$ cat src/rtl/conv2d_window_sched.sv
// conv2d_window_sched: walks 3x3 windows over an IMG_H x IMG_W image, fetches each window,
// hands it to a conv core and streams results. Optional macro CONV_SCHED_RELU_EN clamps negatives.
module conv2d_window_sched #(
    parameter int unsigned IMG_W  = 8,
    parameter int unsigned IMG_H  = 8,
    parameter int unsigned DATA_W = 8,
    parameter int unsigned ACC_W  = 16
) (
    input  logic                S_AXI_ACLK,
    input  logic                S_AXI_ARESETN,
    input  logic                start,
    input  logic                abort,
    output logic                busy,
    output logic                done,
    output logic                pix_rd_en,
    output logic [11:0]         pix_addr,
    input  logic [DATA_W-1:0]   pix_rdata,
    output logic                core_start,
    output logic [9*DATA_W-1:0] core_pix,
    input  logic                core_done,
    input  logic [ACC_W-1:0]    core_result,
    output logic                out_valid,
    input  logic                out_ready,
    output logic [ACC_W-1:0]    out_data,
    output logic [11:0]         out_addr
);

    localparam logic [6:0]  ColLast = 7'(IMG_W - 3);
    localparam logic [6:0]  RowLast = 7'(IMG_H - 3);
    localparam logic [11:0] ImgW12  = 12'(IMG_W);

    typedef enum logic [2:0] {
        StIdle,
        StFetch,
        StCompute,
        StWait,
        StWrite,
        StAdvance,
        StDone
    } state_e;

    state_e            state_q, state_d;
    logic [3:0]        fcnt_q, fcnt_d;
    logic [6:0]        row_q, row_d;
    logic [6:0]        col_q, col_d;
    logic [11:0]       idx_q, idx_d;
    logic [ACC_W-1:0]  res_q, res_d;
    logic [DATA_W-1:0] win_q [9];
    logic              win_we;
    logic [3:0]        win_sel;
    logic [1:0]        kr, kc;

    // Window element offset for the read issued in fetch cycle fcnt_q.
    always_comb begin
        kr = 2'd0;
        kc = 2'd0;
        case (fcnt_q)
            4'd1: kc = 2'd1;
            4'd2: kc = 2'd2;
            4'd3: kr = 2'd1;
            4'd4: begin kr = 2'd1; kc = 2'd1; end
            4'd5: begin kr = 2'd1; kc = 2'd2; end
            4'd6: kr = 2'd2;
            4'd7: begin kr = 2'd2; kc = 2'd1; end
            4'd8: begin kr = 2'd2; kc = 2'd2; end
            default: begin kr = 2'd0; kc = 2'd0; end
        endcase
    end

    always_comb begin
        pix_rd_en = (state_q == StFetch) && (fcnt_q < 4'd9);
        pix_addr  = '0;
        if (pix_rd_en) begin
            pix_addr = (12'(row_q) + 12'(kr)) * ImgW12 + 12'(col_q) + 12'(kc);
        end
        // Read data returns one cycle late, so slot k lands in fetch cycle k+1.
        win_we  = (state_q == StFetch) && (fcnt_q != 4'd0);
        win_sel = fcnt_q - 4'd1;
    end

    always_comb begin
        state_d = state_q;
        fcnt_d  = '0;
        row_d   = row_q;
        col_d   = col_q;
        idx_d   = idx_q;
        res_d   = res_q;
        if (abort && (state_q != StIdle)) begin
            state_d = StIdle;
        end else begin
            unique case (state_q)
                StIdle: begin
                    if (start) begin
                        state_d = StFetch;
                        row_d   = '0;
                        col_d   = '0;
                        idx_d   = '0;
                    end
                end
                StFetch: begin
                    if (fcnt_q == 4'd9) begin
                        state_d = StCompute;
                    end else begin
                        fcnt_d = fcnt_q + 4'd1;
                    end
                end
                StCompute: state_d = StWait;
                StWait: begin
                    if (core_done) begin
`ifdef CONV_SCHED_RELU_EN
                        res_d = core_result[ACC_W-1] ? '0 : core_result;
`else
                        res_d = core_result;
`endif
                        state_d = StWrite;
                    end
                end
                StWrite: begin
                    if (out_ready) begin
                        state_d = StAdvance;
                    end
                end
                StAdvance: begin
                    // Last window keeps the index so out_addr never passes the final result.
                    if ((row_q == RowLast) && (col_q == ColLast)) begin
                        state_d = StDone;
                    end else begin
                        state_d = StFetch;
                        idx_d   = idx_q + 12'd1;
                        if (col_q < ColLast) begin
                            col_d = col_q + 7'd1;
                        end else begin
                            col_d = '0;
                            row_d = row_q + 7'd1;
                        end
                    end
                end
                StDone:  state_d = StIdle;
                default: state_d = StIdle;
            endcase
        end
    end

    always_ff @(posedge S_AXI_ACLK or negedge S_AXI_ARESETN) begin
        if (!S_AXI_ARESETN) begin
            state_q <= StIdle;
            fcnt_q  <= '0;
            row_q   <= '0;
            col_q   <= '0;
            idx_q   <= '0;
            res_q   <= '0;
            for (int k = 0; k < 9; k++) begin
                win_q[k] <= '0;
            end
        end else begin
            state_q <= state_d;
            fcnt_q  <= fcnt_d;
            row_q   <= row_d;
            col_q   <= col_d;
            idx_q   <= idx_d;
            res_q   <= res_d;
            if (win_we) begin
                win_q[win_sel] <= pix_rdata;
            end
        end
    end

    for (genvar k = 0; k < 9; k++) begin : g_pix
        assign core_pix[k*DATA_W +: DATA_W] = win_q[k];
    end

    always_comb begin
        busy       = (state_q != StIdle);
        done       = (state_q == StDone);
        core_start = (state_q == StCompute);
        out_valid  = (state_q == StWrite);
        out_data   = res_q;
        out_addr   = idx_q;
    end

endmodule

$ cat config.mk
export PLATFORM = sky130hd
export DESIGN_NAME = conv2d_window_sched
export DESIGN_NICKNAME = d
export VERILOG_FILES = /design/src/rtl/conv2d_window_sched.sv
export SDC_FILE = /design/constraint.sdc
export NUM_CORES = 1
export LEC_CHECK = 0
export ABC_CLOCK_PERIOD_IN_PS = 3300
export BUFFER_PORTS_ARGS = -buffer_cell sky130_fd_sc_hd__buf_2
export CORE_ASPECT_RATIO = 1.25
export CORE_UTILIZATION = 48
export DETAILED_ROUTE_END_ITERATION = 10
export PLACE_DENSITY = 0.77
export SLEW_MARGIN = 20
export SYNTH_ARGS = -nofsm -noshare
export SYNTH_HDL_FRONTEND = slang
export SYNTH_SLANG_ARGS = --single-unit
$ cat constraint.sdc
create_clock -name S_AXI_ACLK -period 3.3 [get_ports S_AXI_ACLK]
set_clock_uncertainty 0.05 [all_clocks]
set_input_delay 0.33 -clock S_AXI_ACLK [delete_from_list [all_inputs] [get_ports S_AXI_ACLK]]
set_output_delay 0.33 -clock S_AXI_ACLK [all_outputs]
set_load 0.01 [all_outputs]
Yosys cells after proc, flatten, opt, wreduce, memory -nomap -nowiden
Cells that the tools add are included.
W data, S select, Z words.
Word-level totals
  bits of input ports: 30
  output and inout port bits: 117
  register bits: 121
Operators by class
  equality and inequality tests: 24
  magnitude comparators: 4
  bitwise gates (word level): 2
  reduce and logical (&&, ||, !) cells: 17
  mux-type cells: 26
  add/subtract/negate cells: 8
Operator list (number)
  $bwmux W72: 1
  $mux W12: 3
  $mux W7: 5
  $demux W8 S4: 1
  $pmux W7 S2: 2
  $pmux W12 S2: 1
  $mux W3: 6
  $pmux W3 S6: 1
  $eq A4 B3 Y1 const B: 4
  $add A7 B1 Y7 const B: 2
  $eq A7 B3 Y1 const B: 2
  $add A11 B7 Y12: 1
  $add A12 B1 Y12 const B: 1
  $add A12 B2 Y12: 1
  $mux W4: 3
  $reduce_or A3 Y1: 4
  $eq A3 B3 Y1 const B: 3
  $add A7 B2 Y8: 1
  $eq A4 B2 Y1 const B: 2
  $eq A4 B4 Y1 const B: 2
  $mux W8: 1
  $pmux W2 S2: 2
  $reduce_and A4 Y1: 2
  $lt A7 B3 Y1 const B: 1
  20 further kinds: 29

Depth between registers and ports, before layout
  depth in word-level cells: 7
  mapped depth: 14
  depth with buffers taken out: 13

Least setup slack after synthesis
No wires, ideal clock.
  path type: flip-flop to output port
  start: register fcnt_q[0]
  end: output port pix_addr[9]
  cell stages (with the launch flop): 13
  required time: 2.920 ns
  path buffers: 1
  slack: -0.194 ns
  data arrival time: 3.114 ns
  cells stage by stage: dfrtp_1 buf_1 nand2_1 or2_2 a21oi_1 ha_1 fa_1 ha_1 a21oi_1 o21ai_0 a31o_2 a311o_1 nand2_1
Between the ends
  cells in the longest elaborated chain, start to end: 7
  elaborated cells between the ends (all ways): 20
  those cells by class: add/sub: 3; order compare: 1; eq/ne: 8; mux: 3; reduce/logical: 5
RTL lines
  start, declared: line 43  | logic [3:0] fcnt_q, fcnt_d;
  start signal, assigned: line 157  | fcnt_q <= fcnt_d;
  $eq A4 B4 Y1, or another cell as far along: line 57  | case (fcnt_q)
  $reduce_or A3 Y1 (no source line)
  $pmux W2 S2: line 57
  $add A7 B2 Y8: line 74  | pix_addr = (12'(row_q) + 12'(kr)) * ImgW12 + 12'(col_q) + 12'(kc);
  $add A11 B7 Y12: line 74
  $add A12 B2 Y12: line 74
  $mux W12 *: line 73  | if (pix_rd_en) begin
  end, declared: line 16  | output logic [11:0] pix_addr,
Every way passes the cells marked *; elsewhere a longest branch is shown, timed or not.

Final worst setup path
  start: register fcnt_q[1]
  end: output port pix_addr[10]
Same word-level chain as after synthesis.

==> impl_metrics.toml <==
[critical_path]
crit_path_top_delay_cell = "fa_2"
crit_path_cell_trace = "buf_6, nand2b_4, a21oi_4, ha_4, fa_2, ha_4, nand4b_1, nand3_2, nand2_1, or3_1, a21oi_1, buf_2"
max_stage_delay_ns = 0.45
crit_arrival_ns = 3.17
cp_data_required_time_ns = 2.92
cp-end-kind = "output pin"
critPathMaxFanout = 6
cp_common_cell = "ha_4"
worst-setup-path-type = "reg2out"
start_kind = "register"

[global_routing]
grt_max_degree = 63
grt_usage_pct = 24.3
grt_antenna_before_repair = 0
gr-total-overflow = 0
grt_pass1_wl_um = 22800
grt_pass1_vias = 4533

[yosys]
syn_nets = 533
post_synth_inst_count = 487
ys_warn_count = 0
ys_ff_latch = 121
netlist_area_sq_um = 5720
async_reset_ff_share_pct = 100
synth_cell_types = 50
yosys_most_used_dff = "dfrtp_1"
avgSynthCellArea_sq_um = 11.7
synth-edff-count = 0
seq_area_frac_synth_pct = 53.0

[clock_tree]
cts_tree = "built"
cts_buffers = 17
cts.clk_slew.worst_paths_ns = 0.06
cts_num_sinks = 121
cts_root_buffer = "clkbuf_16"
clock_path_buffers = 2
insertion_delay_ns = 0.40
htree_levels = 4

[detailed_routing]
drc_errors = 0
post_drt_via_cell_ratio = 5.38
firstDrtPassIters = 4
wl_per_cell_um = 17.4
drtAntennaViolNets = 0
wl_um = 14400
drtIter0Drc = 142
vias = 4466

[layout]
utilization_pct = 64.9
nets = 702
num_antenna_cells = 0
regArea_sq_um = 3030
drive_gt1_share_pct = 47.8
multi_input_area_sq_um = 2730
final.fill_count = 898
area_delta_synth_final_pct = 31.8

[floorplan]
start_util_pct = 49.2
die_x_um = 99.6
ios = 147
die_h_um = 124
core_area_sq_um = 11600
dieArea_sq_um = 12400
fp-row-count = 44

[timing]
setup_ws_ns = -0.254
tightest_slew_ns = 0.753
period_needed_ns = 3.55
setup_viol = 6
rsz0062_at_grt = "yes"
finalCritPeriodShare_pct = 108
hold_ws_ns = 0.106
final_hold_viol_count = 0
fmax_mhz = 281
slew_headroom_pct = 49.8
drv_slew = 0

[power]
leakagePower_nw = 3.61
ir_drop_v = 0.000502
switchingPower_mw = 1.56
powerDensity_nw_per_um2 = 671
p_seq_share_pct = 38.4
netSwitchingFraction_pct = 30.9
power_frac_comb_pct = 24.5
p_clk_share_pct = 37.2
internal_power_mw = 3.50

[min_path]
hold_class = "in2reg"

[placement]
portBuffers = 145
dpl.hpwl_um = 10000
gp_congestion = 0.836

[flow_run]
maxCapViolations = 0

[status]
status = "complete, but fails checks"
violations = "setup timing"
-- worst max-delay path, delay by kind of cell (launching register included) --
family / cells / cell delay [ns]
adders and majority gates: 3 / 0.91
and+or+nand+nor: 5 / 0.83
DFF: 1 / 0.40
AOI/OAI and AO/OA: 2 / 0.33
buffers and inverters: 2 / 0.29
-- metal layers --
metal | vias to the layer above | share of wire (%) | routed length, um | track usage [%]
met3 | 21 | 5.4 | 773 | 6.85
met4 | 0 | 1.9 | 276 | 8.27
met5 | - | 0 | 0 | 0
li1 | 2068 | - | - | -
met2 | 141 | 52 | 7520 | 43.5
met1 | 2236 | 41 | 5860 | 28.0
-- cells by family (layout without fill, tap and decap cells) --
family,Yosys count,after routing,synth area share (%)
AO/OA/AOI/OAI,53,53,6.24
AND/OR/NAND/NOR,155,155,13.8
adder cells (fa/ha/maj),16,16,3.76
multiplexers,88,88,17.3
XOR/XNOR,24,24,3.68
flip-flops,121,121,53.0
other,1,1,0.0656
buffers and inverters,29,211,2.14
-- synthesized netlist by cell type (all sizes together), types with 6 or more instances --
cell    instances  share of area, %
nor3            9              0.79
mux2           88                17
clkbuf         15              0.98
a211oi          6              0.79
o31ai           6              0.79
nand2          36               2.4
ha             14               3.1
o21ai           7              0.61
xor2            6              0.92
nand3b          6              0.79
nor4            7              0.77
dfrtp         121                53
xnor2          18               2.8
a21oi          14               1.2
nand3          14               1.2
nand2b         10               1.1
inv             9              0.59
nor2           38               2.5
-- repair_timing --
item	in CTS	in global routing
setup endpoints to repair	6	7
buffers inserted	10	4
pin swaps	7	12
resized for setup	20	17
hold buffers	1	0
endpoints found under the hold margin	60	0
-- metrics by stage --
step           setup WS [ns]  std cells  power (mW)  setup TNS (ns)  instance area [sq um]
2_1_floorplan         0.0403        487        2.66               0                   5740
3_3_place_gp          0.0794        784        3.11               0                   6660
3_5_place_dp        -0.00347        784        3.16        -0.00347                   6660
4_1_cts               -0.264        827        5.08          -0.859                   7430
5_1_grt               -0.394        830        5.30           -1.70                   7540
6_report              -0.254        830        5.06          -0.908                   7540
-- power by group through the flow --
stage,sequential (mW),combinational (mW),clock [mW]
6_report,1.94,1.24,1.88
5_1_grt,1.98,1.34,1.97
4_1_cts,1.94,1.23,1.91
3_5_place_dp,1.96,1.20,0
3_3_place_gp,1.94,1.17,0
2_1_floorplan,2.04,0.624,0
-- cell type report --
type,count,share of cell area (%)
clock inverters,14,2.29
well taps,161,2.67
repair buffers,170,12.4
clock buffers,18,5.69
multi-input cells,337,36.3
flip-flops and latches,121,40.2
inverters,9,0.448
-- sequential cells by signal, indices dropped and copies added (netlist names) --
signal    count
fcnt_q        4
row_q         7
col_q         7
out_addr     12
out_data     16
state_q       3
core_pix     72
-- final timing paths --
| path | from | to | slack (ns) | cells after the start |
|---|---|---|---|---|
| setup / recovery | fcnt_q[1] | pix_addr[10] | -0.25 | 12 |
| hold / removal | core_result[12] | out_data[12] | 0.11 | 2 |
| setup reg to reg | state_q[2] | out_addr[9] | 0.73 | 5 |
| hold reg to reg | core_pix[60] | core_pix[60] | 0.45 | 1 |
| max in group asynchronous | S_AXI_ARESETN | fcnt_q[3] | 1.77 | 3 |
| min in group asynchronous | S_AXI_ARESETN | core_pix[54] | 0.53 | 2 |
-- layout by cell type (no fill, tap or decap), types with 3 or more instances in the layout --
cell        instances
clkbuf_16          17
clkinvlp_4          5
ha_1                9
xnor2_1            17
nor3_1              7
or4_1               3
o21ai_0             6
xor2_1              5
nand3b_1            6
dfrtp_1           120
inv_1               9
o21a_1              4
buf_4              20
nand2_1            34
o31ai_1             5
bufinv_16           3
a21oi_1            11
mux2_2             88
nor2_1             36
buf_2             144
buf_6               5
or3_1               5
a211oi_1            5
nand3_1            12
and2_1              5
inv_6               3
nor4_1              7
ha_4                3
and3_1              4
nand2b_1            8
a21o_1              5
(Power assumes the default switching activity.)
